==> src/rtl/switch_debounce_2ch.sv <==
// Two-channel switch conditioner: 2-flop synchronizer, counter-based debounce FSM
// and registered rise/fall pulses per channel. Channels share no state.

module debounceChannel #(
    parameter int CNT_MAX = 1000000,
    parameter int CNT_W   = 20
) (
    input  logic iClk,
    input  logic iRst_n,
    input  logic iSw,
    output logic oLevel,
    output logic oRise,
    output logic oFall
);

    typedef enum logic [1:0] {
        STABLE0,
        WAIT1,
        STABLE1,
        WAIT0
    } stateT;

    localparam logic [CNT_W-1:0] CntLast = CNT_W'(CNT_MAX - 1);

    logic [1:0]       syncFf;
    logic             sync;
    stateT            state, stateNext;
    logic [CNT_W-1:0] cnt, cntNext;
    logic             levelNext, riseNext, fallNext;

    assign sync = syncFf[1];

    // NOTE: every flop, synchronizer included, clears asynchronously so no partial count survives reset.
    always_ff @(posedge iClk or negedge iRst_n) begin
        if (!iRst_n) begin
            syncFf <= '0;
            state  <= STABLE0;
            cnt    <= '0;
            oLevel <= 1'b0;
            oRise  <= 1'b0;
            oFall  <= 1'b0;
        end else begin
            // NOTE: non-blocking assignments so every register samples pre-edge values.
            syncFf <= {syncFf[0], iSw};
            state  <= stateNext;
            cnt    <= cntNext;
            oLevel <= levelNext;
            oRise  <= riseNext;
            oFall  <= fallNext;
        end
    end

    // NOTE: defaults first so no path through the case can infer a latch.
    always_comb begin
        stateNext = state;
        cntNext   = cnt;
        levelNext = oLevel;
        riseNext  = 1'b0;
        fallNext  = 1'b0;
        case (state)
            STABLE0: begin
                if (sync) begin
                    stateNext = WAIT1;
                    cntNext   = '0;
                end
            end
            WAIT1: begin
                if (!sync) begin
                    stateNext = STABLE0;
                end else if (cnt == CntLast) begin
                    stateNext = STABLE1;
                    levelNext = 1'b1;
                    riseNext  = 1'b1;
                end else begin
                    cntNext = cnt + CNT_W'(1);
                end
            end
            STABLE1: begin
                if (!sync) begin
                    stateNext = WAIT0;
                    cntNext   = '0;
                end
            end
            WAIT0: begin
                if (sync) begin
                    stateNext = STABLE1;
                end else if (cnt == CntLast) begin
                    stateNext = STABLE0;
                    levelNext = 1'b0;
                    fallNext  = 1'b1;
                end else begin
                    cntNext = cnt + CNT_W'(1);
                end
            end
            default: stateNext = STABLE0;
        endcase
    end

endmodule

module switch_debounce_2ch #(
    parameter int CNT_MAX = 1000000,
    parameter int CNT_W   = 20
) (
    input  logic iClk,
    input  logic iRst_n,
    input  logic iSwA,
    input  logic iSwB,
    output logic oA,
    output logic oB,
    output logic oARise,
    output logic oAFall,
    output logic oBRise,
    output logic oBFall
);

    debounceChannel #(.CNT_MAX(CNT_MAX), .CNT_W(CNT_W)) uChA (
        .iClk   (iClk),
        .iRst_n (iRst_n),
        .iSw    (iSwA),
        .oLevel (oA),
        .oRise  (oARise),
        .oFall  (oAFall)
    );

    debounceChannel #(.CNT_MAX(CNT_MAX), .CNT_W(CNT_W)) uChB (
        .iClk   (iClk),
        .iRst_n (iRst_n),
        .iSw    (iSwB),
        .oLevel (oB),
        .oRise  (oBRise),
        .oFall  (oBFall)
    );

endmodule

==> config.mk <==
export PLATFORM = sky130hd
export DESIGN_NAME = switch_debounce_2ch
export DESIGN_NICKNAME = d
export VERILOG_FILES = /design/src/rtl/switch_debounce_2ch.sv
export SDC_FILE = /design/constraint.sdc
export NUM_CORES = 1
export LEC_CHECK = 0
export ABC_AREA = 1
export BUFFER_PORTS_ARGS = -buffer_cell sky130_fd_sc_hd__buf_4
export CAP_MARGIN = 20
export CORE_MARGIN = 2
export CORE_UTILIZATION = 43
export CTS_CLUSTER_SIZE = 12
export DETAILED_ROUTE_END_ITERATION = 16
export GPL_TIMING_DRIVEN = 0
export PLACE_DENSITY_LB_ADDON = 0.05
export SKIP_CTS_REPAIR_TIMING = 1
export SYNTH_ARGS = -nofsm -noshare
export SYNTH_HDL_FRONTEND = slang
export SYNTH_SLANG_ARGS = --single-unit
==> constraint.sdc <==
create_clock -name iClk -period 4.5 [get_ports iClk]
set_input_delay 0.225 -clock iClk [delete_from_list [all_inputs] [get_ports iClk]]
set_output_delay 0.225 -clock iClk [all_outputs]
set_load 0.005 [all_outputs]
* Word-level counts from Yosys, hierarchy flattened
Cells that the tools add are included.
** Storage, ports and cells
- Register bits after elaboration :: 54
- Bits in latches :: 0
- Memory bits (writable) :: 0
- Memory bits (read-only) :: 0
- Output and inout bits :: 6
- Word-level logic and storage cells :: 94
- Memories :: 0
** Operators by class
- Add/sub/neg operators :: 2
- $mul :: 0
- Div/mod/pow operators :: 0
- Order comparisons :: 0
- Eq/ne operators :: 24
- Shift-type cells :: 0
- Multiplexer cells :: 46
- Bitwise logic cells :: 0
- Reductions and logical operators :: 10
** Operators with widths (number)
- $mux 20 :: 10
- $pmux 20 s4 :: 2
- $add 20x1->20 const B :: 2
- $eq 20x20->1 const B :: 2
- $mux 2 :: 12
- $mux 1 :: 18
- $ne 2x1->1 const B :: 8
- $pmux 2 s4 :: 2
- $reduce_and 4->1 :: 4
- $reduce_and 5->1 :: 2
- $eq 2x2->1 const B :: 4
- $ne 2x2->1 const B :: 4
- $ne 3x1->1 const B :: 2
- $ne 3x3->1 const B :: 2
- $eq 2x1->1 const B :: 2
- $logic_not 2->1 :: 2
- $pmux 1 s2 :: 2
- $reduce_bool 2->1 :: 2

* Depth between registers and ports, before layout
Gate-level depths: netlist of run 1.
- Depth after elaboration :: 4
- Gate-level depth with buffers :: 11
- Mapped depth without buffers :: 10

* By module
Synthesis of run 1 repeated with hierarchy kept, for this count alone.
** Second synthesis, totals
- Cells, all modules :: 417
- Area total of the unflattened synthesis :: 3225.6 µm²
** Modules (own cells, without submodules)
- debounceChannel at uChB :: instances 1, cells each 219, area an instance 1654.1 µm², seq. area each 675.6 µm²
- debounceChannel at uChA :: instances 1, cells each 198, area an instance 1571.5 µm², seq. area each 675.6 µm²

* Worst setup path after synthesis of run 1
OpenSTA, ideal clock, no wires.
- Path kind :: flip-flop to flip-flop
- Start point :: register uChB.cnt[0]
- End point :: register uChB.cnt[10]
- Library setup time :: 0.126 ns
- Arrival time :: 1.437 ns
- Data required time :: 4.374 ns
- Setup slack :: 2.937 ns
- Stages on the path, launching flop included :: 8
- Path buffers :: 1
- Cell sequence :: dfrtp_1 -> ha_1 -> nand3_1 -> nor3_4 -> nand3_4 -> nand2_4 -> buf_6 -> o21ai_0
** On the way
- Word-level cells in the longest chain between the ends :: 4
** RTL lines
- start: declaration :: line 28 : logic [CNT_W-1:0] cnt, cntNext;
- start signal: assignment :: line 46 : cnt <= cntNext;
- $add 20x1->20 / $eq 20x20->1 (equally long branches)
- $mux 20 (*) :: line 70, 87
- $mux 20 (on tied branches) :: line 85, 68
- $pmux 20 s4 (*) :: line 60 : case (state)
Mark *: on every way between the ends. The rest lies on a longest branch, timed or not. The select of a mux whose other input is x is not followed.
A chain may end at the register's enable or synchronous reset.

* Worst setup path in the final report of run 1
- Start point :: register uChB.cnt[0]
- End point :: register uChB.cnt[15]
The elaborated chain is that of the path after synthesis.

==> out/results.tsv, run 1 <==
stage	metric	value	unit
status	status	finished, violations left	
status	failed_checks	negative hold slack	
yosys	yosys_register_bits	54	
pwr	p_leak	1.57	nW
worst_setup_path	endpoint_kind	flop	
pwr	pwr-share-comb	6.3	%
yosys	synthesis.nets	450	
detailed_routing	drtAntennaViolNets	0	
layout	utilization	48.0	%
grt	grt_pass1_vias	2679	
placed_design	dp_hpwl	5370	um
pwr	total_power	0.845	mW
placed_design	port_buffers	9	
layout	finalNetCount	467	
worst_setup_path	r2r_start	uChB.cnt[0]	
floorplan	die_x	89.9	um
sta	slew_viol_final	0	
yosys	postSynthAreaPerCell	7.14	um^2
sta	clock_skew	0.0113	ns
yosys	yosysUniqueCellTypes	29	
placed_design	gp_congestion	0.884	
clock_network	insertion_delay	0.32	ns
sta	post-route-min-period	1.90	ns
floorplan	die_area	0.00808	mm^2
worst_setup_path	cp_max_fo	9	
sta	finalWorstSetupSlack	2.60	ns
layout	layout_commonest_cell	nand2_1	
pwr	pwr-share-seq	59.7	%
grt	overflow	0	
layout	final_cell_mix	nand2_1, nor2_1, dfrtp_1, inv_1, nand3_1	
layout	drive_gt1_share	8.01	%
yosys	ys_top_cells_by_area	dfrtp_1, nand2_1, nor2_1, nand3_1, inv_1	
pwr	p_int	0.622	mW
pwr	sw_frac_of_total	26.4	%
flow_run	maxCapViolations	0	
grt	grtUsageMet3	3.02	%
grt	grt_max_degree	55	
clock_network	cts_max_level	2	
worst_setup_path	arrival	2.11	ns
detailed_routing	vias	2748	
layout	design_area	0.00346	mm^2
detailed_routing	finalWirelength	7340	um
placed_design	placed_cell_area	0.00336	mm^2
yosys	synth_top_area_share	42.6	%
grt	grt_pass1_wl	12700	um
sta	finalCritPeriodShare	42.2	%
min_path	hp-class	in -> async	
placed_design	dp_cells	552	
placed_design	dp_slack	2.61	ns
pwr	power.switching	0.223	mW
clock_network	root_buffer	clkbuf_8	
clock_network	clkSlewWorstSetupHoldPaths	0.10	ns
sta	finalHoldViolCount	54	
worst_setup_path	slowest_delay	0.46	ns
detailed_routing	drc	0	
worst_setup_path	crit_buf_inv	1	
worst_setup_path	path_class	reg -> reg	
detailed_routing	avgViaCountPerCell	4.90	
sta	max_slew_margin	54.5	%
clock_network	cts_tree	done	
clock_network	clock_sinks	54	
worst_setup_path	worst_setup_path_start_kind	flop	
pwr	power_density	244	mW/mm^2
yosys	yosysWarningCount	0	
floorplan	ios	10	
grt	met2_usage	36.0	%
sta	fmax	527	MHz
grt	gr-usage-all-layers	19.4	%
pwr	irDropWorstVdd	165	uV
detailed_routing	drt-initial-drc-count	85	
floorplan	die_h	89.9	um
grt	met1_usage	22.9	%
detailed_routing	wl_per_cell	13.1	um
layout	antenna_cells	0	
yosys	yosysTopAreaCell	dfrtp_1	
worst_setup_path	crit_required	4.71	ns
layout	stdcell_count	561	
worst_setup_path	path_delay_family	simple AND/OR/NAND/NOR gates	
layout	syn2layout_area_growth	9.27	%
floorplan	rows	31	
grt	antenna_found_initial	0	
sta	rsz0062_at_grt	false	
yosys	ys_seq_area_share	42.6	%
floorplan	coreArea	0.00721	mm^2
sta	final-setup-viol-count	0	
worst_setup_path	worstSetupStartpoint	uChB.cnt[0]	
pwr	clkPwrFrac	33.9	%
clock_network	cts_buffers	5	
yosys	syn_inst	444	
detailed_routing	drtPass1Iterations	4	
grt	grt_busiest_layer	met2	
floorplan	initial_core_util	43.9	%
sta	hold_ws	-0.0548	ns
worst_setup_path	path_cells	ha_1, nand3_1, nor3_4, nand3_4, nand3_4, inv_1, nand2_1, nand2_1	
clock_network	cts_buffer_depth	2	
sta	finalSetupTns	0	ns
worst_setup_path	cp_slowest_cell	dfrtp_1	
sta	tightest_slew	0.683	ns
yosys	netlist_area	0.00317	mm^2
==> Yosys cell counts (all sizes together) <==
cell type,instances
o21ai,36
o21bai,2
and2,3
buf,7
ha,2
a21oi,1
nor2,63
xnor2,4
nand4,13
nand3,43
dfrtp,54
clkbuf,3
xor2,12
inv,42
nor3,8
nand2,151
==> path summary, 6_finish.rpt <==
check	end	slack, ns	cells past startpoint
setup / recovery	uChB.cnt[15]	2.60	8
hold / removal	uChA.cnt[2]	-0.05	1
setup reg to reg	uChB.cnt[15]	2.60	8
hold reg to reg	uChB.syncFf[1]	0.36	0
max in group asynchronous	uChB.syncFf[0]	4.10	1
min in group iClk	uChB.syncFf[0]	0.02	1
==> routing by layer <==
metal / part of all wire, % / up-vias
met4: 1.6 / 0
met1: 45 / 1255
met5: 0 / -
met3: 2.8 / 10
li1: - / 1444
met2: 51 / 39
==> cell families (layout without fill, tap and decap cells) <==
family / after synthesis / after routing / synth area share (%)
compound gates: 39 / 39 / 6.43
flops: 54 / 54 / 42.6
fa+ha+maj: 2 / 2 / 0.789
buf+inv: 52 / 70 / 7.02
xor+xnor: 16 / 16 / 4.42
simple gates: 281 / 281 / 38.7
==> cell type report <==
type | count | area (um^2)
well taps | 99 | 124
inverters | 42 | 158
clock buffers | 5 | 68.8
flip-flops and latches | 54 | 1350
repair buffers | 10 | 77.6
multi-input cells | 338 | 1600
clock inverters | 3 | 23.8
fillers | 767 | 3750
plain buffers | 10 | 65.1
==> registers in the layout, summed over array words and instances (netlist names), 2 cells and up, named ones only <==
name,flops
uChA.syncFf,2
uChB.syncFf,2
uChB.cnt,20
uChA.cnt,20
==> power by group through the flow <==
stage | Sequential, mW | Combinational (mW) | Clock, mW
floorplan | 0.511 | 0.0313 | 0
global placement | 0.513 | 0.0531 | 0
detailed placement | 0.514 | 0.0543 | 0
CTS | 0.505 | 0.0545 | 0.302
global route | 0.506 | 0.0621 | 0.313
finish | 0.505 | 0.0534 | 0.287
No activity file was read; power rests on OpenSTA's default activity.
==> run 2, diff against run 1 <==
Settings changed: ABC_AREA 1 to 0.
Clock period 4.5 ns to 2 ns, I/O delays scaled along.
==> out/results.tsv, run 2 <==
stage	metric	value	unit
worst_setup_path	rr_worst_depth	6	
yosys	ys_seq_area_share	46.4	%
placed_design	gp_congestion	0.810	
clock_network	insertion_delay	0.33	ns
yosys	synth_top_family_by_area	simple AND/OR/NAND/NOR gates	
yosys	yosys.area_share.xor_xnor	2.10	%
pwr	power_density	577	mW/mm^2
grt	grt_pass1_wl	11400	um
yosys	synth_top_area_share	46.4	%
floorplan	die_h	86.3	um
yosys	yosys.area_share.adder	0.859	%
sta	slew_viol_final	0	
worst_setup_path	rrSetupSlack	-0.06	ns
floorplan	initial_core_util	45.1	%
sta	finalHoldViolCount	0	
floorplan	coreArea	0.00646	mm^2
grt	antenna_found_initial	0	
sta	tightest_slew	0.702	ns
clock_network	cts_tree	done	
sta	rsz0062_at_grt	true	
sta	finalSetupTns	-0.405	ns
placed_design	placed_cell_area	0.00309	mm^2
yosys	ys_top_cells_by_area	dfrtp_1, nand2_1, nand3_1, o21ai_0, nor2_1	
grt	grt_pass1_vias	2247	
yosys	async_flop_share	100	%
worst_setup_path	arrival	2.31	ns
layout	layout_commonest_cell	nand2_1	
yosys	synthMuxAreaShare	2.15	%
clock_network	cts_max_level	2	
sta	finalWorstSetupSlack	-0.0552	ns
layout	design_area	0.00353	mm^2
sta	finalCritPeriodShare	103	%
grt	grt_max_degree	55	
pwr	irDropWorstVdd	363	uV
placed_design	dp_hpwl	4480	um
worst_setup_path	cp_slowest_cell	or4b_2	
layout	drive_gt1_share	25.4	%
yosys	synth-simple-area-share	32.3	%
status	failed_checks	negative setup slack	
sta	final-setup-viol-count	12	
yosys	yosysTopAreaCell	dfrtp_1	
layout	reg_top3	uChA.cnt x20, uChB.cnt x20	
sta	clock_skew	0.0152	ns
status	status	finished, violations left	
clock_network	clock_sinks	54	
worst_setup_path	endpoint_kind	flop	
yosys	synthFlopType	dfrtp_1	
layout	syn2layout_area_growth	21.2	%
floorplan	die_x	86.3	um
sta	fmax	487	MHz
yosys	synth_edf_count	0	
placed_design	dp_slack	-0.386	ns
worst_setup_path	worst_setup_path_start_kind	flop	
layout	finalNetCount	360	
grt	gr-usage-all-layers	19.6	%
floorplan	ios	10	
floorplan	die_area	0.00745	mm^2
detailed_routing	wl_per_cell	16.4	um
detailed_routing	avgViaCountPerCell	5.87	
detailed_routing	drt-initial-drc-count	132	
min_path	hp-class	in -> async	
yosys	synthesis.nets	327	
layout	antenna_cells	0	
clock_network	cts_buffers	5	
layout	utilization	54.7	%
yosys	ys_top_cells_by_count	dfrtp_1, nand2_1, nand3_1	
detailed_routing	vias	2537	
yosys	postSynthAreaPerCell	9.07	um^2
detailed_routing	drc	0	
yosys	yosys_register_bits	54	
clock_network	clkSlewWorstSetupHoldPaths	0.11	ns
detailed_routing	drtPass1Iterations	5	
yosys	yosysUniqueCellTypes	51	
worst_setup_path	cp_max_fo	10	
yosys	synth-compound-area-share	12.4	%
clock_network	root_buffer	clkbuf_8	
yosys	netlist_area	0.00291	mm^2
sta	post-route-min-period	2.06	ns
sta	hold_ws	0.361	ns
pwr	p_leak	1.48	nW
worst_setup_path	path_class	reg -> reg	
yosys	synth_most_common_cell	dfrtp_1	
placed_design	port_buffers	9	
worst_setup_path	crit_required	2.26	ns
detailed_routing	finalWirelength	7080	um
yosys	syn_inst	321	
floorplan	rows	29	
clock_network	cts_buffer_depth	2	
sta	max_slew_margin	53.2	%
detailed_routing	drtAntennaViolNets	0	
grt	overflow	0	
layout	final_cell_mix	nand2_1, dfrtp_1, nand3_1, buf_4, nor2_1	
flow_run	maxCapViolations	0	
worst_setup_path	path_cells	ha_2, and2_4, a41o_1, buf_6, or4b_2, nand3_1	
worst_setup_path	slowest_delay	0.63	ns
yosys	yosysWarningCount	0	
## run 2: cell count changes after synthesis, sizes merged, moves of 7 or more
| cell | delta |
|---|---|
| o211ai | +7 |
| xor2 | -10 |
| nand3 | -8 |
| a22o | +8 |
| o21ai | -18 |
| or4b | +8 |
| inv | -31 |
| nor4 | +7 |
| clkbuf | +8 |
| nand2 | -104 |
| nor2 | -42 |
## run 2: final timing paths
check / start / end
worst min register to register: uChB.syncFf[0] / uChB.syncFf[1]
worst max-delay path: uChB.cnt[0] / uChB.cnt[12]
min in group iClk: uChB.syncFf[0] / uChB.syncFf[1]
worst min-delay path: iRst_n / uChA.cnt[17]
max in group asynchronous: iRst_n / uChB.cnt[5]
worst max register to register: uChB.cnt[0] / uChB.cnt[12]
## run 2: area by class of cell
type,instances,area [um^2]
plain buffers,12,78.8
clock buffers,5,68.8
clock inverters,3,28.8
fillers,589,2930
inverters,11,41.3
multi-input cells,241,1630
flip-flops and latches,54,1360
well taps,77,96.3
repair buffers,29,225
## run 2: power breakdown
group          total (mW)  switching [mW]  internal, mW
Sequential           1.17          0.0412          1.12
Clock               0.675           0.414         0.261
Combinational       0.197           0.113        0.0841
## run 2: kinds of logic (layout without fill, tap and decap cells)
family / after synthesis / after routing
buf+inv: 26 / 60
flops: 54 / 54
fa+ha+maj: 2 / 2
compound gates: 54 / 54
simple gates: 172 / 172
xor+xnor: 7 / 7
mux: 6 / 6
## run 2: worst max-delay path: cells and delay by family, from the launching register on
kind            cells  cell delay, ns
compound gates      1            0.26
buf+inv             1            0.15
fa+ha+maj           1            0.24
simple gates        3            0.91
flops               1            0.43
## run 2: per-layer routing
metal	part of all wire (%)	routed length, um	up-vias	global-route usage (%)
li1	-	-	1252	-
met1	51	3610	1223	30.8
met2	44	3120	55	27.8
met3	3.7	265	7	3.14
met4	1.1	80	0	5.54
met5	0	0	-	0
## run 2: per-stage QoR
stage | instances | power (mW)
3_3_place_gp | 407 | 1.34
5_1_grt | 432 | 2.14
2_1_floorplan | 321 | 1.27
6_report | 432 | 2.04
4_1_cts | 415 | 2.01
3_5_place_dp | 407 | 1.34
